**src/rtl/bitbakery_pkg.sv**
```systemverilog
// bitbakery_pkg: shared FSM state codes and frame layout for the tx scheduler
package bitbakery_pkg;
  typedef enum logic [3:0] {
    IDLE  = 4'd0,
    LOAD  = 4'd1,
    SEND  = 4'd2,
    WAIT  = 4'd3,
    NEXT  = 4'd4,
    GAP   = 4'd5,
    ERROR = 4'd6
  } state_t;
  localparam int FRAME_LEN = 11;
  localparam int LAST_BYTE = FRAME_LEN - 1;
  typedef logic [FRAME_LEN-1:0][7:0] frame_t;
  // Byte 0 goes out first: D0, D1, D2, then the obstacle map low byte first.
  function automatic frame_t pack_frame(input logic [7:0] d0, input logic [7:0] d1,
                                        input logic [7:0] d2, input logic [63:0] map);
    return {map, d2, d1, d0};
  endfunction
endpackage

```
**src/rtl/contador_m.sv**
```systemverilog
// contador_m: saturating modulo-M cycle counter with clear and terminal flag
module contador_m #(
  parameter int M = 16
) (
  input  logic clock,
  input  logic reset,
  input  logic clear,
  input  logic count,
  output logic at_end
);
  localparam int W = M > 1 ? $clog2(M) : 1;
  logic [W-1:0] q;
  always_ff @(posedge clock or posedge reset)
    if (reset) q <= '0;
    else if (clear) q <= '0;
    else if (count && !at_end) q <= q + W'(1);
  assign at_end = q == W'(M - 1);
endmodule

```
**src/rtl/bitbakery_tx_scheduler.sv**
```systemverilog
// bitbakery_tx_scheduler: sends 11-byte status frames to a byte transmitter with gap and timeout
module bitbakery_tx_scheduler
  import bitbakery_pkg::*;
#(
  parameter int GAP_CYCLES     = 50000,
  parameter int TIMEOUT_CYCLES = 10000
) (
  input  logic        clock,
  input  logic        reset,
  input  logic        enable,
  input  logic [7:0]  D0,
  input  logic [7:0]  D1,
  input  logic [7:0]  D2,
  input  logic [63:0] map_obstacles,
  input  logic        tx_pronto,
  output logic        tx_partida,
  output logic [7:0]  tx_dado,
  output logic        busy,
  output logic        frame_done,
  output logic        tx_error,
  output logic [3:0]  db_estado
);
  state_t state, state_next;
  frame_t snap;
  logic [3:0] idx;
  logic gap_end, timeout, last;
  contador_m #(.M(GAP_CYCLES)) gap_cnt (
    .clock(clock), .reset(reset), .clear(state != GAP), .count(state == GAP), .at_end(gap_end)
  );
  contador_m #(.M(TIMEOUT_CYCLES)) timeout_cnt (
    .clock(clock), .reset(reset), .clear(state != WAIT), .count(state == WAIT), .at_end(timeout)
  );
  assign last = idx == 4'(LAST_BYTE);
  always_ff @(posedge clock or posedge reset)
    if (reset) begin
      state    <= IDLE;
      snap     <= '0;
      idx      <= '0;
      tx_error <= 1'b0;
    end else begin
      state    <= state_next;
      tx_error <= tx_error | (state_next == ERROR);
      if (state == LOAD) snap <= pack_frame(D0, D1, D2, map_obstacles);
      if (state == LOAD) idx <= '0;
      else if (state == NEXT && !last) idx <= idx + 4'd1;
    end
  // A changed D0 during the gap is urgent news and cuts the gap short.
  always_comb begin
    state_next = state;
    case (state)
      IDLE:    state_next = enable ? LOAD : IDLE;
      LOAD:    state_next = SEND;
      SEND:    state_next = WAIT;
      WAIT:    state_next = tx_pronto ? NEXT : timeout ? ERROR : WAIT;
      NEXT:    state_next = last ? GAP : SEND;
      GAP:     state_next = (enable && (gap_end || D0 != snap[0])) ? LOAD : gap_end ? IDLE : GAP;
      ERROR:   state_next = GAP;
      default: state_next = IDLE;
    endcase
  end
  assign tx_partida = state == SEND;
  assign tx_dado    = snap[idx];
  assign busy       = state inside {LOAD, SEND, WAIT, NEXT};
  assign frame_done = state == NEXT && last;
  assign db_estado  = state;
endmodule

```
**config.mk**
```make
export PLATFORM = sky130hd
export DESIGN_NAME = bitbakery_tx_scheduler
export DESIGN_NICKNAME = d
export VERILOG_FILES = /design/src/rtl/bitbakery_pkg.sv /design/src/rtl/contador_m.sv /design/src/rtl/bitbakery_tx_scheduler.sv
export SDC_FILE = /design/constraint.sdc
export NUM_CORES = 1
export LEC_CHECK = 0
export BUFFER_PORTS_ARGS = -buffer_cell sky130_fd_sc_hd__buf_2
export CORE_UTILIZATION = 40
export CTS_BUF_LIST = sky130_fd_sc_hd__clkbuf_4 sky130_fd_sc_hd__clkbuf_8 sky130_fd_sc_hd__clkbuf_16
export CTS_CLUSTER_DIAMETER = 120
export DETAILED_ROUTE_END_ITERATION = 8
export MAX_ROUTING_LAYER = met4
export SETUP_SLACK_MARGIN = 0.02
export SLEW_MARGIN = 30
export SYNTH_ARGS = -nofsm -noshare
export SYNTH_HDL_FRONTEND = slang
export SYNTH_SLANG_ARGS = --single-unit
```
**constraint.sdc**
```tcl
create_clock -name clock -period 3.5 [get_ports clock]
set_input_delay 0.175 -clock clock [delete_from_list [all_inputs] [get_ports clock]]
set_output_delay 0.175 -clock clock [all_outputs]
set_load 0.02 [all_outputs]
```
# Yosys cells after proc, flatten, opt, wreduce, memory -nomap -nowiden
# Cells that the tools add are included.
dict set report totals {
  word_cells 63
  regBits 127
  output_inout_bits 16
  input_bits 92
}
dict set report op_classes {
  mux 15
  n_eq_ne 13
  reduce_logical 14
  n_lt_le_gt_ge 1
  bitwise 1
  add_sub_neg 3
}
# op n
set ops {}
lappend ops {{$bmux W8 S4} 1}
lappend ops {{$mux W16} 2}
lappend ops {{$mux W14} 2}
lappend ops {{$pmux W3 S7} 1}
lappend ops {{$add A16 B1 Y16 const B} 1}
lappend ops {{$eq A16 B16 Y1 const B} 1}
lappend ops {{$eq A4 B3 Y1 const B} 4}
lappend ops {{$mux W3} 5}
lappend ops {{$add A14 B1 Y14 const B} 1}
lappend ops {{$eq A14 B14 Y1 const B} 1}
lappend ops {{$eq A4 B2 Y1 const B} 2}
lappend ops {{$mux W4} 2}
lappend ops {{$mux W8} 1}
lappend ops {{$ne A8 B8 Y1} 1}
lappend ops {{$reduce_bool A2 Y1} 3}
lappend ops {{$logic_and A1 B1 Y1} 5}
lappend ops {{$lt A4 B5 Y1 const B} 1}
lappend ops {{$add A4 B1 Y4 const B} 1}
lappend ops {{$eq A4 B1 Y1 const B} 1}
lappend ops {{$eq A4 B4 Y1 const B} 1}
lappend ops {{$logic_not A4 Y1} 1}
lappend ops {{$ne A4 B2 Y1 const B} 1}
lappend ops {{$ne A4 B3 Y1 const B} 1}
lappend ops {{$reduce_bool A4 Y1} 1}
lappend ops {{other kinds (4)} 6}

# Depth between registers and ports, before layout
dict set report depth {
  ltp_word 7
  ltp_mapped 10
  mapped_depth_nobuf 7
}

# Modules after synthesis
# Synthesis repeated with hierarchy kept, for this count alone.
dict set report unflattened {
  cells_unflattened 514
  area_unflattened_um2 6366.1
}
# module cells_each area_each_um2 n_inst seq_area_each_um2
set by_module_without_submodules {}
lappend by_module_without_submodules {bitbakery_tx_scheduler 335 4659.5 1 2402.3}
lappend by_module_without_submodules {{contador_m (gap_cnt)} 91 883.3 1 400.4}
lappend by_module_without_submodules {{contador_m (timeout_cnt)} 88 823.3 1 350.3}

# Worst setup path after synthesis
# OpenSTA, ideal clock, no wires.
dict set report synth_path {
  kind {register to register}
  startpoint {register idx[0]}
  endpoint {register idx[2]}
  path_stages_with_launch 11
  setup_ps 72
  path_slack_ps 1412
  required_time_ps 3428
  n_path_buf 3
  arrival_time_ps 2016
  period_less_slack_ps 2088
  path_cell_list {dfrtp_1 > buf_2 > buf_4 > buf_2 > inv_1 > ha_1 > and3b_1 > nor3_2 > nand2_1 > xor2_1 > nor2_1}
}
dict set report synth_between {
  elab_chain_cells 4
  elab_cells_between_ends 7
  classes_between {add/sub: 1; eq/ne: 1; mux: 2; reduce/logical: 3}
}
# element line
set synth_lines {}
lappend synth_lines {{start, declared} bitbakery_tx_scheduler.sv:25} ;# logic [3:0] idx;
lappend synth_lines {{start signal, assigned} bitbakery_tx_scheduler.sv:45} ;# else if (state == NEXT && !last) idx <= idx + 4'd1;
lappend synth_lines {{branches (longest 4 deep; another with $add A4 B1 Y4)} -}
# Several ways; the timed one is not identified. The select of a mux whose other input is x is not followed.
# A chain may end at the register's enable or synchronous reset.

# Final worst setup path
dict set report layout_path {
  startpoint {register idx[0]}
  endpoint {output tx_dado[6]}
}
dict set report layout_between {
  elab_chain_cells 2
}
# element line
set layout_lines {}
lappend layout_lines {{$bmux W8 S4} bitbakery_tx_scheduler.sv:62} ;# assign tx_dado = snap[idx];
lappend layout_lines {{$mux W8 (not written as such)} bitbakery_tx_scheduler.sv:62}
lappend layout_lines {{end, declared} bitbakery_tx_scheduler.sv:17} ;# output logic [7:0] tx_dado,
# Every way passes these cells. The select of a mux whose other input is x is not followed.

==> out/qor_table.md <==
| Result | Reported |
|---|---|
| Placed wire-length estimate after detailed placement | 9.43 mm |
| Max-capacitance violation count | 0 |
| Post-synthesis adder-cell area fraction | 0.00824 |
| Top cells by area in the synthesized netlist | sky130_fd_sc_hd__dfrtp_1 52%, sky130_fd_sc_hd__mux2_2 16%, sky130_fd_sc_hd__mux4_2 5.9%, sky130_fd_sc_hd__xnor2_1 2.7%, sky130_fd_sc_hd__nor2_1 2.2% |
| Post-synthesis async set-or-reset flop share | 1.00 |
| Initial antenna violation count | 0 |
| Final instance area | 8100 sq um |
| Placed inst area | 6750 sq um |
| Highest metal layer used by the detailed router | met4 |
| Most frequent cells in the layout | 126 x sky130_fd_sc_hd__dfrtp_1, 106 x sky130_fd_sc_hd__buf_2, 88 x sky130_fd_sc_hd__mux2_2, 75 x sky130_fd_sc_hd__dlygate4sd3_1, 35 x sky130_fd_sc_hd__nor2_1 |
| Failing checks | DRC |
| Area of the mapped netlist | 6080 sq um |
| Classification of the worst-slack hold path | input port to flop |
| Detailed Route WL | 14.3 mm |
| M1 WL | 6.19 mm |
| Filler Cell Count | 1229 |
| Top delay family on crit path | flip-flops |
| Global-route wire length before repair | 24.2 mm |
| Synth warnings | 0 |
| Gr usage total | 0.206 |
| Slew HR | 0.537 |
| Critical-path cell with the highest stage delay | sky130_fd_sc_hd__dfrtp_1 |
| Worst Setup Start Kind | flop |
| Leak | 3.44 nW |
| Largest family of logic cells by synthesized area | multiplexers |
| Total number of placement rows | 44 |
| Unique cell type count in the Yosys netlist | 44 |
| Arr. time, crit path | 2.55 ns |
| Power dissipated by switching net loads | 2.08 mW |
| Wirelength per Cell | 16.7 microns |
| Area of the die | 15700 sq um |
| EDFF count, synth | 0 |
| Die Span Y | 125 microns |
| Result of the run | finished with violations |
| Relative area change from synthesis to final layout | 33.4% |
| Biggest cell delay along the critical path | 0.60 ns |
| Kind of end point of the critical path | primary output |
| Most area-hungry cell type in the Yosys netlist | sky130_fd_sc_hd__dfrtp_1 |
| Drt pass-1 iters | 8 |
| Length of routed met2 wiring | 7.32 mm |
| Total internal power | 4.46 mW |
| Simple-gate share of the synthesized area | 0.102 |
| Unrepaired setup endpoints after global routing | false |
| Leftover overflow at the end of global routing | 0 |
| Via count of the first global-routing pass | 4686 |
| Fraction of final layout cells with drive strength greater than 1 | 0.379 |
| Fraction of power consumed by combinational cells | 0.348 |
| Max Root-Sink Buffers | 2 |
| Effective utilization at floorplan | 0.413 |
| Xor and xnor area share after synthesis | 0.0432 |
| Vias | 4337 |
| Number of setup buffers added after CTS | 0 |
| Top FF cell, synth | sky130_fd_sc_hd__dfrtp_1 |
| CTS buffer count | 17 |
| Inserted Diodes | 0 |
| Clock period minus final worst setup slack | 2.72 ns |
| Worst reg-to-reg setup slack | 1.45 ns |
| Final non-filler cell total | 856 |
| Post-Route Skew | 0.00641 ns |
| Number of nets in the layout | 756 |
| Power density relative to cell area | 808 nW/um^2 |
| Synthesis-stage register bit count | 126 |
| Leading cell type in the layout, fill and taps excluded | sky130_fd_sc_hd__dfrtp_1 |
| Total of cells resized after clock tree synthesis | 0 |
| Clk pin slew, worst setup/hold paths | 0.05 ns |
| Post-detailed-route count of antenna-violating nets | 0 |
| Seq/Total Area, Yosys | 0.519 |
| Nets in the synthesized netlist | 578 |
| Fmax | 367 MHz |
| CP Class | flop to primary output |
| Area of combinational cells with multiple inputs | 2710 sq um |
| Cell count after synthesis | 482 |
| Final Hold Viols | 0 |
| Number of endpoints failing setup at the final stage | 0 |
| Final-layout setup total negative slack | 0 ns |
| Peak ir drop on the vdd network | 0.528 mV |
| Proportion of netlist area held by the largest area contributor | 0.519 |
| Switching share of total power | 0.318 |
| Number of cells in the design after placement | 750 |
| Worst-case hold slack | 0.0138 ns |
| H-tree depth reported by CTS | 4 |
| Number of top-level design ports | 108 |
| Clock root buffer | sky130_fd_sc_hd__clkbuf_16 |
| Met3 wirelength from detailed routing | 646 microns |
| Sequential standard cell area | 3150 sq um |
| Iter 0 DRT Violations | 237 |
| Core area | 14700 sq um |
| Via density | 5.07 |
| Hold-fix buffer count after cts | 73 |
| Critical path buffers and inverters | 2 |
| Critical path peak fanout | 11 |
| Placer's final routability congestion estimate | 0.795 |
| Clock sink total | 126 |
| Largest net degree at the start of global routing | 127 |
| CTS tree | done |
| Mean area per synthesized cell | 12.6 sq um |
| Cell Chain, Critical Path | buf_4 -> nor2b_1 -> nand2_1 -> o211ai_1 -> o21ai_0 -> o22ai_1 -> buf_2 |
| Slew Viols, Final | 0 |
| Die width | 125 microns |
| Post-detailed-route DRC marker count | 4 |
| Register share of total power | 0.378 |
| Actual transition at the worst max-transition pin | 0.692 ns |
| IO Port Bufs | 106 |
| CP Data Required Time | 3.32 ns |
| Share of cell area taken by muxes after synthesis | 0.239 |
| Share of the clock period used by the worst path after layout | 0.778 |
| Clock latency of the later-clocked register in the worst-skew pair | 0.42 ns |
| Compound-Gate Fraction of Synth Area | 0.0521 |
| Clock power share | 0.274 |
[registers in the layout, indices dropped and copies added (netlist names)]
signal         count
idx                4
tx_error           1
gap_cnt.q         16
timeout_cnt.q     14
db_estado          3
snap              88
[per-layer routing]
layer  track usage  vias up
li1              -     2083
met1         0.246     2149
met2         0.343       92
met3        0.0578       13
met4        0.0538        0
met5             -        -
[power groups by stage]
stage	clock network [mW]	registers [mW]	logic (mW)
after floorplan	0	2.30	1.85
after global placement	0	2.50	2.17
after detailed placement	0	2.50	2.22
after CTS	1.82	2.47	2.30
after global routing	1.90	2.55	2.50
final	1.79	2.47	2.28
[worst paths after layout]
path                           from      endpoint  depth (start not counted)
min in group asynchronous     reset  gap_cnt.q[9]                          4
max reg2reg                  idx[0]        idx[2]                          7
min reg2reg                tx_error      tx_error                          1
max in group asynchronous     reset      snap[51]                          4
min                           D1[2]      snap[10]                          2
max                          idx[0]    tx_dado[6]                          7
[per-stage QoR]
step            util  power, mW  setup WS (ns)
2_1_floorplan      -       4.14           1.41
3_3_place_gp   0.459       4.67           1.32
3_5_place_dp   0.459       4.72           1.25
4_1_cts        0.550       6.60          0.778
5_1_grt        0.551       6.95          0.552
6_report       0.551       6.54          0.778
[Yosys cell counts (7+ instances only)]
cell type                  number
sky130_fd_sc_hd__buf_2          8
sky130_fd_sc_hd__or3_1          7
sky130_fd_sc_hd__mux2i_1       10
sky130_fd_sc_hd__a21oi_1       11
sky130_fd_sc_hd__inv_1         17
sky130_fd_sc_hd__o22ai_1       10
sky130_fd_sc_hd__o211ai_1       8
sky130_fd_sc_hd__nor2_1        35
sky130_fd_sc_hd__mux4_2        16
sky130_fd_sc_hd__o21ai_0       19
sky130_fd_sc_hd__dfrtp_1      126
sky130_fd_sc_hd__buf_4         12
sky130_fd_sc_hd__nand4_1        9
sky130_fd_sc_hd__xor2_1        11
sky130_fd_sc_hd__mux2_2        88
sky130_fd_sc_hd__nand2_1       16
sky130_fd_sc_hd__nand3_1       13
sky130_fd_sc_hd__xnor2_1       19
[logic make-up (layout without fill, tap and decap cells)]
family,Yosys count,count (layout)
compound gates,53,53
xor+xnor,30,30
fa+ha+maj,4,4
buf+inv,44,234
flops,126,126
mux,114,114
other cells,1,1
simple gates,110,110
[area by class of cell]
cell class	count	area share
sequential	126	0.389
inverter	17	0.00834
clock inverter	11	0.0174
tap	184	0.0284
multi-input combinational	312	0.334
clock buffer	20	0.0568
timing repair buffer	186	0.166
Note: power is estimated with default switching activity, not from simulation.
